[config.mk]
export PLATFORM = sky130hd
export DESIGN_NAME = elc3_control_unit_flat
export DESIGN_NICKNAME = d
export VERILOG_FILES = /design/src/rtl/elc3_pkg.sv /design/src/rtl/elc3_control_unit_if.sv /design/src/rtl/elc3_ctrl_decode.sv /design/src/rtl/elc3_control_unit.sv /design/src/flat_wrapper.sv
export SDC_FILE = /design/constraint.sdc
export NUM_CORES = 1
export LEC_CHECK = 0
export CORE_ASPECT_RATIO = 1.75
export CORE_UTILIZATION = 54
export DETAILED_ROUTE_END_ITERATION = 8
export PLACE_DENSITY = 0.87
export SYNTH_ARGS = -nofsm -noshare
export SYNTH_HDL_FRONTEND = slang
export SYNTH_SLANG_ARGS = --single-unit
[constraint.sdc]
create_clock -name Clk -period 5.5 [get_ports Clk]
set_input_delay 1.1 -clock Clk [delete_from_list [all_inputs] [get_ports Clk]]
set_output_delay 1.1 -clock Clk [all_outputs]
set_load 0.02 [all_outputs]
[src/rtl/elc3_pkg.sv]
`default_nettype none
// ============================================================================
// Module   : elc3_pkg
// Brief    : Shared encodings for the eLC-3 control unit (opcodes, states,
//            mux selects, ALU functions, control word).
// Revision : 1.0
// ============================================================================
package elc3_pkg;

    typedef enum logic [3:0] {
        OP_BR   = 4'b0000,
        OP_ADD  = 4'b0001,
        OP_LD   = 4'b0010,
        OP_ST   = 4'b0011,
        OP_JSR  = 4'b0100,
        OP_AND  = 4'b0101,
        OP_LDR  = 4'b0110,
        OP_STR  = 4'b0111,
        OP_RTI  = 4'b1000,
        OP_NOT  = 4'b1001,
        OP_LDI  = 4'b1010,
        OP_STI  = 4'b1011,
        OP_JMP  = 4'b1100,
        OP_RES  = 4'b1101,
        OP_LEA  = 4'b1110,
        OP_TRAP = 4'b1111
    } opcode_e;

    typedef enum logic [5:0] {
        S_HALT, S_FETCH1, S_FETCH2, S_FETCH3, S_DECODE,
        S_ADD_R, S_ADD_I, S_AND_R, S_AND_I, S_NOT_R, S_NOT_I,
        S_BR_TAKEN, S_JMP, S_JSR1, S_JSR2_OFF, S_JSR2_REG,
        S_LD_ADDR, S_LDR_ADDR, S_LDI_ADDR, S_LDI_READ, S_LDI_IND,
        S_LD_READ, S_LD_FINAL,
        S_ST_ADDR, S_STR_ADDR, S_STI_ADDR, S_STI_READ, S_STI_IND,
        S_ST_DATA, S_ST_WRITE,
        S_LEA, S_TRAP1, S_TRAP2, S_TRAP3, S_TRAP4,
        S_PAUSE1, S_PAUSE2
    } state_e;

    localparam logic       ADDR1_PC     = 1'b0;
    localparam logic       ADDR1_SR1    = 1'b1;
    localparam logic [1:0] ADDR2_ZERO   = 2'd0;
    localparam logic [1:0] ADDR2_SEXT6  = 2'd1;
    localparam logic [1:0] ADDR2_SEXT9  = 2'd2;
    localparam logic [1:0] ADDR2_SEXT11 = 2'd3;
    localparam logic [1:0] PC_PLUS1     = 2'd0;
    localparam logic [1:0] PC_BUS       = 2'd1;
    localparam logic [1:0] PC_ADDR      = 2'd2;
    localparam logic [1:0] DR_IR119     = 2'd0;
    localparam logic [1:0] DR_R7        = 2'd1;
    localparam logic [1:0] DR_R6        = 2'd2;
    localparam logic [1:0] SR1_IR119    = 2'd0;
    localparam logic [1:0] SR1_IR86     = 2'd1;
    localparam logic [1:0] SR1_R6       = 2'd2;
    localparam logic [1:0] SR2_REG      = 2'd0;
    localparam logic [1:0] SR2_SEXT5    = 2'd1;
    localparam logic [1:0] MARMUX_ZEXT8 = 2'd0;
    localparam logic [1:0] MARMUX_ADDR  = 2'd1;

    localparam logic [1:0] ALUK_ADD   = 2'd0;
    localparam logic [1:0] ALUK_AND   = 2'd1;
    localparam logic [1:0] ALUK_NOT   = 2'd2;
    localparam logic [1:0] ALUK_PASSA = 2'd3;

    typedef struct packed {
        logic       ld_mar;
        logic       ld_mdr;
        logic       ld_ir;
        logic       ld_ben;
        logic       ld_reg;
        logic       ld_cc;
        logic       ld_pc;
        logic       gate_pc;
        logic       gate_mdr;
        logic       gate_alu;
        logic       gate_marmux;
        logic       addr1mux;
        logic [1:0] addr2mux;
        logic [1:0] pcmux;
        logic [1:0] drmux;
        logic [1:0] sr1mux;
        logic [1:0] sr2mux;
        logic [1:0] marmux;
        logic [1:0] aluk;
        logic       mio_en;
        logic       r_w;
    } ctrl_t;

endpackage
`default_nettype wire

[src/rtl/elc3_control_unit_if.sv]
`default_nettype none
// ============================================================================
// Module   : elc3_control_unit_if
// Brief    : Status inputs and control outputs between control unit and datapath.
// Revision : 1.0
// ============================================================================
interface elc3_control_unit_if;
    logic       Run;
    logic       Continue;
    logic [3:0] Opcode;
    logic       IR_5;
    logic       IR_11;
    logic       BEN;
    logic       R;

    logic       LD_MAR, LD_MDR, LD_IR, LD_BEN, LD_REG, LD_CC, LD_PC;
    logic       GatePC, GateMDR, GateALU, GateMARMUX;
    logic       ADDR1MUX;
    logic [1:0] ADDR2MUX, PCMUX, DRMUX, SR1MUX, SR2MUX, MARMUX, ALUK;
    logic       MIO_EN, R_W;

    modport master (
        input  Run, Continue, Opcode, IR_5, IR_11, BEN, R,
        output LD_MAR, LD_MDR, LD_IR, LD_BEN, LD_REG, LD_CC, LD_PC,
        output GatePC, GateMDR, GateALU, GateMARMUX,
        output ADDR1MUX, ADDR2MUX, PCMUX, DRMUX, SR1MUX, SR2MUX, MARMUX, ALUK,
        output MIO_EN, R_W
    );

    modport slave (
        output Run, Continue, Opcode, IR_5, IR_11, BEN, R,
        input  LD_MAR, LD_MDR, LD_IR, LD_BEN, LD_REG, LD_CC, LD_PC,
        input  GatePC, GateMDR, GateALU, GateMARMUX,
        input  ADDR1MUX, ADDR2MUX, PCMUX, DRMUX, SR1MUX, SR2MUX, MARMUX, ALUK,
        input  MIO_EN, R_W
    );
endinterface
`default_nettype wire

[src/rtl/elc3_ctrl_decode.sv]
`default_nettype none
// ============================================================================
// Module   : elc3_ctrl_decode
// Brief    : Combinational state-to-control-word table for the eLC-3 FSM.
// Revision : 1.0
// ============================================================================
module elc3_ctrl_decode
    import elc3_pkg::*;
(
    input  state_e i_state,
    output ctrl_t  o_cw
);

    always_comb begin
        o_cw = '0;
        case (i_state)
            S_FETCH1: begin
                o_cw.addr1mux    = ADDR1_PC;
                o_cw.addr2mux    = ADDR2_ZERO;
                o_cw.marmux      = MARMUX_ADDR;
                o_cw.gate_marmux = 1'b1;
                o_cw.ld_mar      = 1'b1;
                o_cw.pcmux       = PC_PLUS1;
                o_cw.ld_pc       = 1'b1;
            end
            S_FETCH2, S_LD_READ, S_LDI_READ, S_STI_READ, S_TRAP3: begin
                o_cw.mio_en = 1'b1;
                o_cw.ld_mdr = 1'b1;
            end
            S_FETCH3: begin
                o_cw.gate_mdr = 1'b1;
                o_cw.ld_ir    = 1'b1;
            end
            S_DECODE: o_cw.ld_ben = 1'b1;
            S_ADD_R, S_ADD_I, S_AND_R, S_AND_I, S_NOT_R, S_NOT_I: begin
                o_cw.sr1mux   = SR1_IR86;
                o_cw.sr2mux   = (i_state inside {S_ADD_I, S_AND_I, S_NOT_I}) ? SR2_SEXT5 : SR2_REG;
                o_cw.aluk     = (i_state inside {S_AND_R, S_AND_I}) ? ALUK_AND :
                                (i_state inside {S_NOT_R, S_NOT_I}) ? ALUK_NOT : ALUK_ADD;
                o_cw.gate_alu = 1'b1;
                o_cw.drmux    = DR_IR119;
                o_cw.ld_reg   = 1'b1;
                o_cw.ld_cc    = 1'b1;
            end
            S_BR_TAKEN, S_JSR2_OFF: begin
                o_cw.addr1mux = ADDR1_PC;
                o_cw.addr2mux = (i_state == S_BR_TAKEN) ? ADDR2_SEXT9 : ADDR2_SEXT11;
                o_cw.pcmux    = PC_ADDR;
                o_cw.ld_pc    = 1'b1;
            end
            S_JMP, S_JSR2_REG: begin
                o_cw.sr1mux   = SR1_IR86;
                o_cw.addr1mux = ADDR1_SR1;
                o_cw.addr2mux = ADDR2_ZERO;
                o_cw.pcmux    = PC_ADDR;
                o_cw.ld_pc    = 1'b1;
            end
            // PC reaches R7 over the bus; PCMUX points at ADDR so the bus never feeds itself
            S_JSR1, S_TRAP2: begin
                o_cw.addr1mux = ADDR1_PC;
                o_cw.addr2mux = ADDR2_ZERO;
                o_cw.pcmux    = PC_ADDR;
                o_cw.gate_pc  = 1'b1;
                o_cw.drmux    = DR_R7;
                o_cw.ld_reg   = 1'b1;
            end
            S_LD_ADDR, S_LDI_ADDR, S_ST_ADDR, S_STI_ADDR: begin
                o_cw.addr1mux    = ADDR1_PC;
                o_cw.addr2mux    = ADDR2_SEXT9;
                o_cw.marmux      = MARMUX_ADDR;
                o_cw.gate_marmux = 1'b1;
                o_cw.ld_mar      = 1'b1;
            end
            S_LDR_ADDR, S_STR_ADDR: begin
                o_cw.sr1mux      = SR1_IR86;
                o_cw.addr1mux    = ADDR1_SR1;
                o_cw.addr2mux    = ADDR2_SEXT6;
                o_cw.marmux      = MARMUX_ADDR;
                o_cw.gate_marmux = 1'b1;
                o_cw.ld_mar      = 1'b1;
            end
            S_LDI_IND, S_STI_IND: begin
                o_cw.gate_mdr = 1'b1;
                o_cw.ld_mar   = 1'b1;
            end
            S_LD_FINAL: begin
                o_cw.gate_mdr = 1'b1;
                o_cw.drmux    = DR_IR119;
                o_cw.ld_reg   = 1'b1;
                o_cw.ld_cc    = 1'b1;
            end
            S_ST_DATA: begin
                o_cw.sr1mux   = SR1_IR119;
                o_cw.aluk     = ALUK_PASSA;
                o_cw.gate_alu = 1'b1;
                o_cw.ld_mdr   = 1'b1;
            end
            S_ST_WRITE: begin
                o_cw.mio_en = 1'b1;
                o_cw.r_w    = 1'b1;
            end
            S_LEA: begin
                o_cw.addr1mux    = ADDR1_PC;
                o_cw.addr2mux    = ADDR2_SEXT9;
                o_cw.marmux      = MARMUX_ADDR;
                o_cw.gate_marmux = 1'b1;
                o_cw.drmux       = DR_IR119;
                o_cw.ld_reg      = 1'b1;
                o_cw.ld_cc       = 1'b1;
            end
            S_TRAP1: begin
                o_cw.marmux      = MARMUX_ZEXT8;
                o_cw.gate_marmux = 1'b1;
                o_cw.ld_mar      = 1'b1;
            end
            S_TRAP4: begin
                o_cw.gate_mdr = 1'b1;
                o_cw.pcmux    = PC_BUS;
                o_cw.ld_pc    = 1'b1;
            end
            default: o_cw = '0;
        endcase
    end

endmodule
`default_nettype wire

[src/rtl/elc3_control_unit.sv]
`default_nettype none
// ============================================================================
// Module   : elc3_control_unit
// Brief    : Moore FSM sequencing the eLC-3 datapath through fetch/decode/execute.
// Revision : 1.0
// ============================================================================
module elc3_control_unit
    import elc3_pkg::*;
(
    input  logic               Clk,
    input  logic               Reset,
    elc3_control_unit_if.master bus
);

    state_e  r_state;
    state_e  w_next;
    ctrl_t   w_cw;
    opcode_e w_opcode;

    assign w_opcode = opcode_e'(bus.Opcode);

    always_ff @(posedge Clk) begin
        if (Reset) r_state <= S_HALT;
        else       r_state <= w_next;
    end

    always_comb begin
        w_next = r_state;
        case (r_state)
            S_HALT:   if (bus.Run) w_next = S_FETCH1;
            S_FETCH1: w_next = S_FETCH2;
            S_FETCH2: if (bus.R) w_next = S_FETCH3;
            S_FETCH3: w_next = S_DECODE;
            S_DECODE: begin
                case (w_opcode)
                    OP_ADD:  w_next = bus.IR_5 ? S_ADD_I : S_ADD_R;
                    OP_AND:  w_next = bus.IR_5 ? S_AND_I : S_AND_R;
                    OP_NOT:  w_next = bus.IR_5 ? S_NOT_I : S_NOT_R;
                    OP_BR:   w_next = bus.BEN ? S_BR_TAKEN : S_FETCH1;
                    OP_JMP:  w_next = S_JMP;
                    OP_JSR:  w_next = S_JSR1;
                    OP_LD:   w_next = S_LD_ADDR;
                    OP_LDR:  w_next = S_LDR_ADDR;
                    OP_LDI:  w_next = S_LDI_ADDR;
                    OP_ST:   w_next = S_ST_ADDR;
                    OP_STR:  w_next = S_STR_ADDR;
                    OP_STI:  w_next = S_STI_ADDR;
                    OP_LEA:  w_next = S_LEA;
                    OP_TRAP: w_next = S_TRAP1;
                    OP_RTI, OP_RES: w_next = S_PAUSE1;
                endcase
            end
            S_ADD_R, S_ADD_I, S_AND_R, S_AND_I, S_NOT_R, S_NOT_I,
            S_BR_TAKEN, S_JMP, S_JSR2_OFF, S_JSR2_REG,
            S_LD_FINAL, S_LEA, S_TRAP4:  w_next = S_FETCH1;
            // Mode bit picked after the link write, so JSRR R7 follows the new R7
            S_JSR1:     w_next = bus.IR_11 ? S_JSR2_OFF : S_JSR2_REG;
            S_LD_ADDR, S_LDR_ADDR:      w_next = S_LD_READ;
            S_LDI_ADDR: w_next = S_LDI_READ;
            S_LDI_READ: if (bus.R) w_next = S_LDI_IND;
            S_LDI_IND:  w_next = S_LD_READ;
            S_LD_READ:  if (bus.R) w_next = S_LD_FINAL;
            S_ST_ADDR, S_STR_ADDR:      w_next = S_ST_DATA;
            S_STI_ADDR: w_next = S_STI_READ;
            S_STI_READ: if (bus.R) w_next = S_STI_IND;
            S_STI_IND:  w_next = S_ST_DATA;
            S_ST_DATA:  w_next = S_ST_WRITE;
            S_ST_WRITE: if (bus.R) w_next = S_FETCH1;
            S_TRAP1:    w_next = S_TRAP2;
            S_TRAP2:    w_next = S_TRAP3;
            S_TRAP3:    if (bus.R) w_next = S_TRAP4;
            S_PAUSE1:   if (bus.Continue) w_next = S_PAUSE2;
            S_PAUSE2:   if (!bus.Continue) w_next = S_FETCH1;
            default:    w_next = S_HALT;
        endcase
    end

    elc3_ctrl_decode u_decode (
        .i_state (r_state),
        .o_cw    (w_cw)
    );

    assign bus.LD_MAR     = w_cw.ld_mar;
    assign bus.LD_MDR     = w_cw.ld_mdr;
    assign bus.LD_IR      = w_cw.ld_ir;
    assign bus.LD_BEN     = w_cw.ld_ben;
    assign bus.LD_REG     = w_cw.ld_reg;
    assign bus.LD_CC      = w_cw.ld_cc;
    assign bus.LD_PC      = w_cw.ld_pc;
    assign bus.GatePC     = w_cw.gate_pc;
    assign bus.GateMDR    = w_cw.gate_mdr;
    assign bus.GateALU    = w_cw.gate_alu;
    assign bus.GateMARMUX = w_cw.gate_marmux;
    assign bus.ADDR1MUX   = w_cw.addr1mux;
    assign bus.ADDR2MUX   = w_cw.addr2mux;
    assign bus.PCMUX      = w_cw.pcmux;
    assign bus.DRMUX      = w_cw.drmux;
    assign bus.SR1MUX     = w_cw.sr1mux;
    assign bus.SR2MUX     = w_cw.sr2mux;
    assign bus.MARMUX     = w_cw.marmux;
    assign bus.ALUK       = w_cw.aluk;
    assign bus.MIO_EN     = w_cw.mio_en;
    assign bus.R_W        = w_cw.r_w;

endmodule
`default_nettype wire

[src/flat_wrapper.sv]
// flat-port wrapper written by rule: the top's interface ports become plain ports
module elc3_control_unit_flat import elc3_pkg::*;
  (Clk, Reset, bus_Run, bus_Continue, bus_Opcode, bus_IR_5, bus_IR_11, bus_BEN, bus_R, bus_LD_MAR, bus_LD_MDR, bus_LD_IR, bus_LD_BEN, bus_LD_REG, bus_LD_CC, bus_LD_PC, bus_GatePC, bus_GateMDR, bus_GateALU, bus_GateMARMUX, bus_ADDR1MUX, bus_ADDR2MUX, bus_PCMUX, bus_DRMUX, bus_SR1MUX, bus_SR2MUX, bus_MARMUX, bus_ALUK, bus_MIO_EN, bus_R_W);
  elc3_control_unit_if bus_i ();
  input  logic Clk;
  input  logic Reset;
  input wire logic [$bits(bus_i.Run)-1:0] bus_Run;
  input wire logic [$bits(bus_i.Continue)-1:0] bus_Continue;
  input wire logic [$bits(bus_i.Opcode)-1:0] bus_Opcode;
  input wire logic [$bits(bus_i.IR_5)-1:0] bus_IR_5;
  input wire logic [$bits(bus_i.IR_11)-1:0] bus_IR_11;
  input wire logic [$bits(bus_i.BEN)-1:0] bus_BEN;
  input wire logic [$bits(bus_i.R)-1:0] bus_R;
  output wire logic [$bits(bus_i.LD_MAR)-1:0] bus_LD_MAR;
  output wire logic [$bits(bus_i.LD_MDR)-1:0] bus_LD_MDR;
  output wire logic [$bits(bus_i.LD_IR)-1:0] bus_LD_IR;
  output wire logic [$bits(bus_i.LD_BEN)-1:0] bus_LD_BEN;
  output wire logic [$bits(bus_i.LD_REG)-1:0] bus_LD_REG;
  output wire logic [$bits(bus_i.LD_CC)-1:0] bus_LD_CC;
  output wire logic [$bits(bus_i.LD_PC)-1:0] bus_LD_PC;
  output wire logic [$bits(bus_i.GatePC)-1:0] bus_GatePC;
  output wire logic [$bits(bus_i.GateMDR)-1:0] bus_GateMDR;
  output wire logic [$bits(bus_i.GateALU)-1:0] bus_GateALU;
  output wire logic [$bits(bus_i.GateMARMUX)-1:0] bus_GateMARMUX;
  output wire logic [$bits(bus_i.ADDR1MUX)-1:0] bus_ADDR1MUX;
  output wire logic [$bits(bus_i.ADDR2MUX)-1:0] bus_ADDR2MUX;
  output wire logic [$bits(bus_i.PCMUX)-1:0] bus_PCMUX;
  output wire logic [$bits(bus_i.DRMUX)-1:0] bus_DRMUX;
  output wire logic [$bits(bus_i.SR1MUX)-1:0] bus_SR1MUX;
  output wire logic [$bits(bus_i.SR2MUX)-1:0] bus_SR2MUX;
  output wire logic [$bits(bus_i.MARMUX)-1:0] bus_MARMUX;
  output wire logic [$bits(bus_i.ALUK)-1:0] bus_ALUK;
  output wire logic [$bits(bus_i.MIO_EN)-1:0] bus_MIO_EN;
  output wire logic [$bits(bus_i.R_W)-1:0] bus_R_W;
  assign bus_i.Run = bus_Run;
  assign bus_i.Continue = bus_Continue;
  assign bus_i.Opcode = bus_Opcode;
  assign bus_i.IR_5 = bus_IR_5;
  assign bus_i.IR_11 = bus_IR_11;
  assign bus_i.BEN = bus_BEN;
  assign bus_i.R = bus_R;
  assign bus_LD_MAR = bus_i.LD_MAR;
  assign bus_LD_MDR = bus_i.LD_MDR;
  assign bus_LD_IR = bus_i.LD_IR;
  assign bus_LD_BEN = bus_i.LD_BEN;
  assign bus_LD_REG = bus_i.LD_REG;
  assign bus_LD_CC = bus_i.LD_CC;
  assign bus_LD_PC = bus_i.LD_PC;
  assign bus_GatePC = bus_i.GatePC;
  assign bus_GateMDR = bus_i.GateMDR;
  assign bus_GateALU = bus_i.GateALU;
  assign bus_GateMARMUX = bus_i.GateMARMUX;
  assign bus_ADDR1MUX = bus_i.ADDR1MUX;
  assign bus_ADDR2MUX = bus_i.ADDR2MUX;
  assign bus_PCMUX = bus_i.PCMUX;
  assign bus_DRMUX = bus_i.DRMUX;
  assign bus_SR1MUX = bus_i.SR1MUX;
  assign bus_SR2MUX = bus_i.SR2MUX;
  assign bus_MARMUX = bus_i.MARMUX;
  assign bus_ALUK = bus_i.ALUK;
  assign bus_MIO_EN = bus_i.MIO_EN;
  assign bus_R_W = bus_i.R_W;
  elc3_control_unit u_core (.Clk(Clk), .Reset(Reset), .bus(bus_i));
endmodule
==> flow_summary.ini <==
[status]
status = finished, final reports clean

[global_route]
grt_pass1_wl_um = 7980
antenna_found_initial = 0
grt_pass1_vias = 1761
grt_max_degree = 39
grt_usage = 0.316
overflow = 0

[critical_path]
endpoint = bus_ADDR1MUX
r2r_start = u_core.r_state[5]
worstPathMaxFanout = 29
crit_path_start_kind = flip-flop
rr_endpoint = u_core.r_state[1]
reg2regPathDepth = 6
r2r_slack_ns = 2.85
worstPathCellList = buf_4, nor2b_1, nand2b_1, nor3_1, o21ai_0, a21oi_1, clkdlybuf4s50_1
critPathRequiredTime_ns = 4.40
cpPeakStageDelay_ns = 0.89
crit_arrival_ns = 2.88
critical_path_class = reg -> out
crit_start = u_core.r_state[0]
end_kind = output port
critPathSlowestCell = dfxtp_1

[drt]
drt_iter0_drc = 124
wl_per_cell_um = 16.1
drt-total-wl_um = 4800
dr.pass1.iters = 5
drc = 0
vias = 2031
via_per_inst = 6.82
ant_nets = 0

[placed_design]
numPortBuffers = 35
dp_slack_ns = 1.79
dp_hpwl_um = 3390
finalWeightedCongestion = 0.971

[clocking]
root_buffer = clkbuf_8
clockBufferDepth = 2
h-tree-depth = 1
clock-sinks = 6
tritoncts = built
hold_buffers = 0
cts_setup_buffers = 0
clk_pin_slew_ns = 0.04
cts_resized = 0
clock_latency_ns = 0.22
cts_buffers = 3

[layout]
drive_gt1_frac = 0.0554
fillers = 256
mostFrequentLayoutCell = clkdlybuf4s50_1
area_growth_pct = 20.0
insertedDiodeCount = 0
final_nets = 285
reg.largest.list = u_core.r_state (6)
top_register = u_core.r_state
multi_input_comb_area_um2 = 1270
mostFrequentLayoutCells = 35 x clkdlybuf4s50_1, 34 x nor2_1, 26 x a21oi_1
seqCellArea_um2 = 120
largest_reg_flops = 6

[pwr]
leakage_nw = 0.655
comb_power_share = 0.707
switching_share = 0.531
power.density_nw_per_um2 = 304
clockPowerShare = 0.110
switchingPower_mw = 0.303
p_int_mw = 0.267
vdd_ir_drop_max_v = 0.000243
pwr-share-seq = 0.182

[sta]
clock_skew_ns = 0.00537
maxSlewHeadroom = 0.301
post-route-min-period_ns = 3.98
fin_setup_tns_ns = 0
finalMaxSlewViolations = 0
fin_crit_sh = 0.724
rsz0062_at_grt = no
worstMarginPinSlew_ns = 1.05
finalSetupViolations = 0
fmax_mhz = 251
worst_slack_ns = 1.52
hold_violations = 0
hold_ws_ns = 0.825

[hold_path]
hp-class = reg -> reg
worstHoldStart = u_core.r_state[2]

[synthesis]
synthArstFlopShare = 0
ys_seq_area_frac = 0.0770
synth_edf_count = 0
synth.distinct_cells = 52
netlist_area_um2 = 1560
synth-main-ff-cell = dfxtp_1
yosysTopAreaCell = a21oi_1
synthTopCellsByArea = a21oi_1 8.3%, nor2_1 8.2%, dfxtp_1 7.7%
synth_seq_cells = 6
synth_cells = 259
yosysTopAreaCellShare = 0.0834
synth_area_per_cell_um2 = 6.02
synth_warnings = 0

[floorplanning]
die_y_um = 73.1
die_area_um2 = 3120
rows = 25
boundaryPins = 40
core_area_um2 = 2720
fp.dieW_um = 42.6
initial_utilization = 0.573

[run]
max-cap-violations = 0
[cell usage after synthesis, drive strengths merged (4+ instances only)]
| cell type | n |
|---|---|
| a31oi | 9 |
| inv | 7 |
| dfxtp | 6 |
| a21oi | 26 |
| nand2b | 8 |
| o22ai | 5 |
| nor2b | 7 |
| a22oi | 5 |
| o21ai | 21 |
| or2 | 4 |
| nand2 | 21 |
| nor3b | 6 |
| nand3 | 4 |
| nor2 | 35 |
| buf | 20 |
| o2bb2ai | 5 |
| nor3 | 12 |
| clkbuf | 13 |
| mux2i | 4 |
[final cells by class]
| type | count | area share |
|---|---|---|
| clock buffer | 3 | 0.0220 |
| inverter | 7 | 0.0140 |
| multi-input combinational | 216 | 0.679 |
| sequential | 6 | 0.0641 |
| tap | 27 | 0.0180 |
| timing repair buffer | 39 | 0.203 |
[routing by layer]
layer | part of all wire | global-route usage | up-vias
li1 | - | - | 960
met1 | 0.37 | 0.391 | 925
met2 | 0.52 | 0.545 | 132
met3 | 0.085 | 0.0297 | 14
met4 | 0.028 | 0.128 | 0
met5 | 0 | 0 | -
[power groups by stage]
stage          logic [mW]  clock network, mW  registers (mW)
4_1_cts             0.394             0.0647           0.102
3_3_place_gp        0.385                  0           0.101
3_5_place_dp        0.390                  0           0.102
2_1_floorplan       0.318                  0          0.0577
5_1_grt             0.439             0.0667           0.110
6_report            0.403             0.0629           0.104
[per-stage QoR]
stage | area [um^2] | std cells | power (mW) | utilization
6_report | 1870 | 298 | 0.570 | 0.688
5_1_grt | 1870 | 298 | 0.615 | 0.688
4_1_cts | 1870 | 298 | 0.561 | 0.688
3_5_place_dp | 1830 | 295 | 0.492 | 0.673
3_3_place_gp | 1830 | 295 | 0.487 | 0.673
2_1_floorplan | 1570 | 262 | 0.376 | -
[how the worst min path moves through the flow]
stage / to / slack [ns] / cells past startpoint
finish: u_core.r_state[2] / 0.83 / 1
global route: u_core.r_state[2] / 0.88 / 1
CTS: u_core.r_state[2] / 0.81 / 1
detailed placement: u_core.r_state[2] / 0.80 / 1
global placement: u_core.r_state[2] / 0.80 / 1
floorplan: u_core.r_state[1] / 0.79 / 3
[worst max-delay path, delay by kind of cell, from the launching register on]
family / cells / cell delay (ns)
AOI/OAI and AO/OA: 2 / 0.30
buffers and inverters: 2 / 0.97
DFF: 1 / 0.89
and+or+nand+nor: 3 / 0.49
[logic make-up (layout without fill, tap and decap cells)]
logic type                Yosys count  in the layout  synth area share
and+or+nand+nor                   113            113             0.371
other                               1              4           0.00240
buffers and inverters              40             49             0.115
xor gates and xnor gates            4              4            0.0225
muxes                               5              5            0.0329
DFF                                 6              6            0.0770
AOI/OAI and AO/OA                  90             90             0.379
Power figures use the tool's default switching activity.
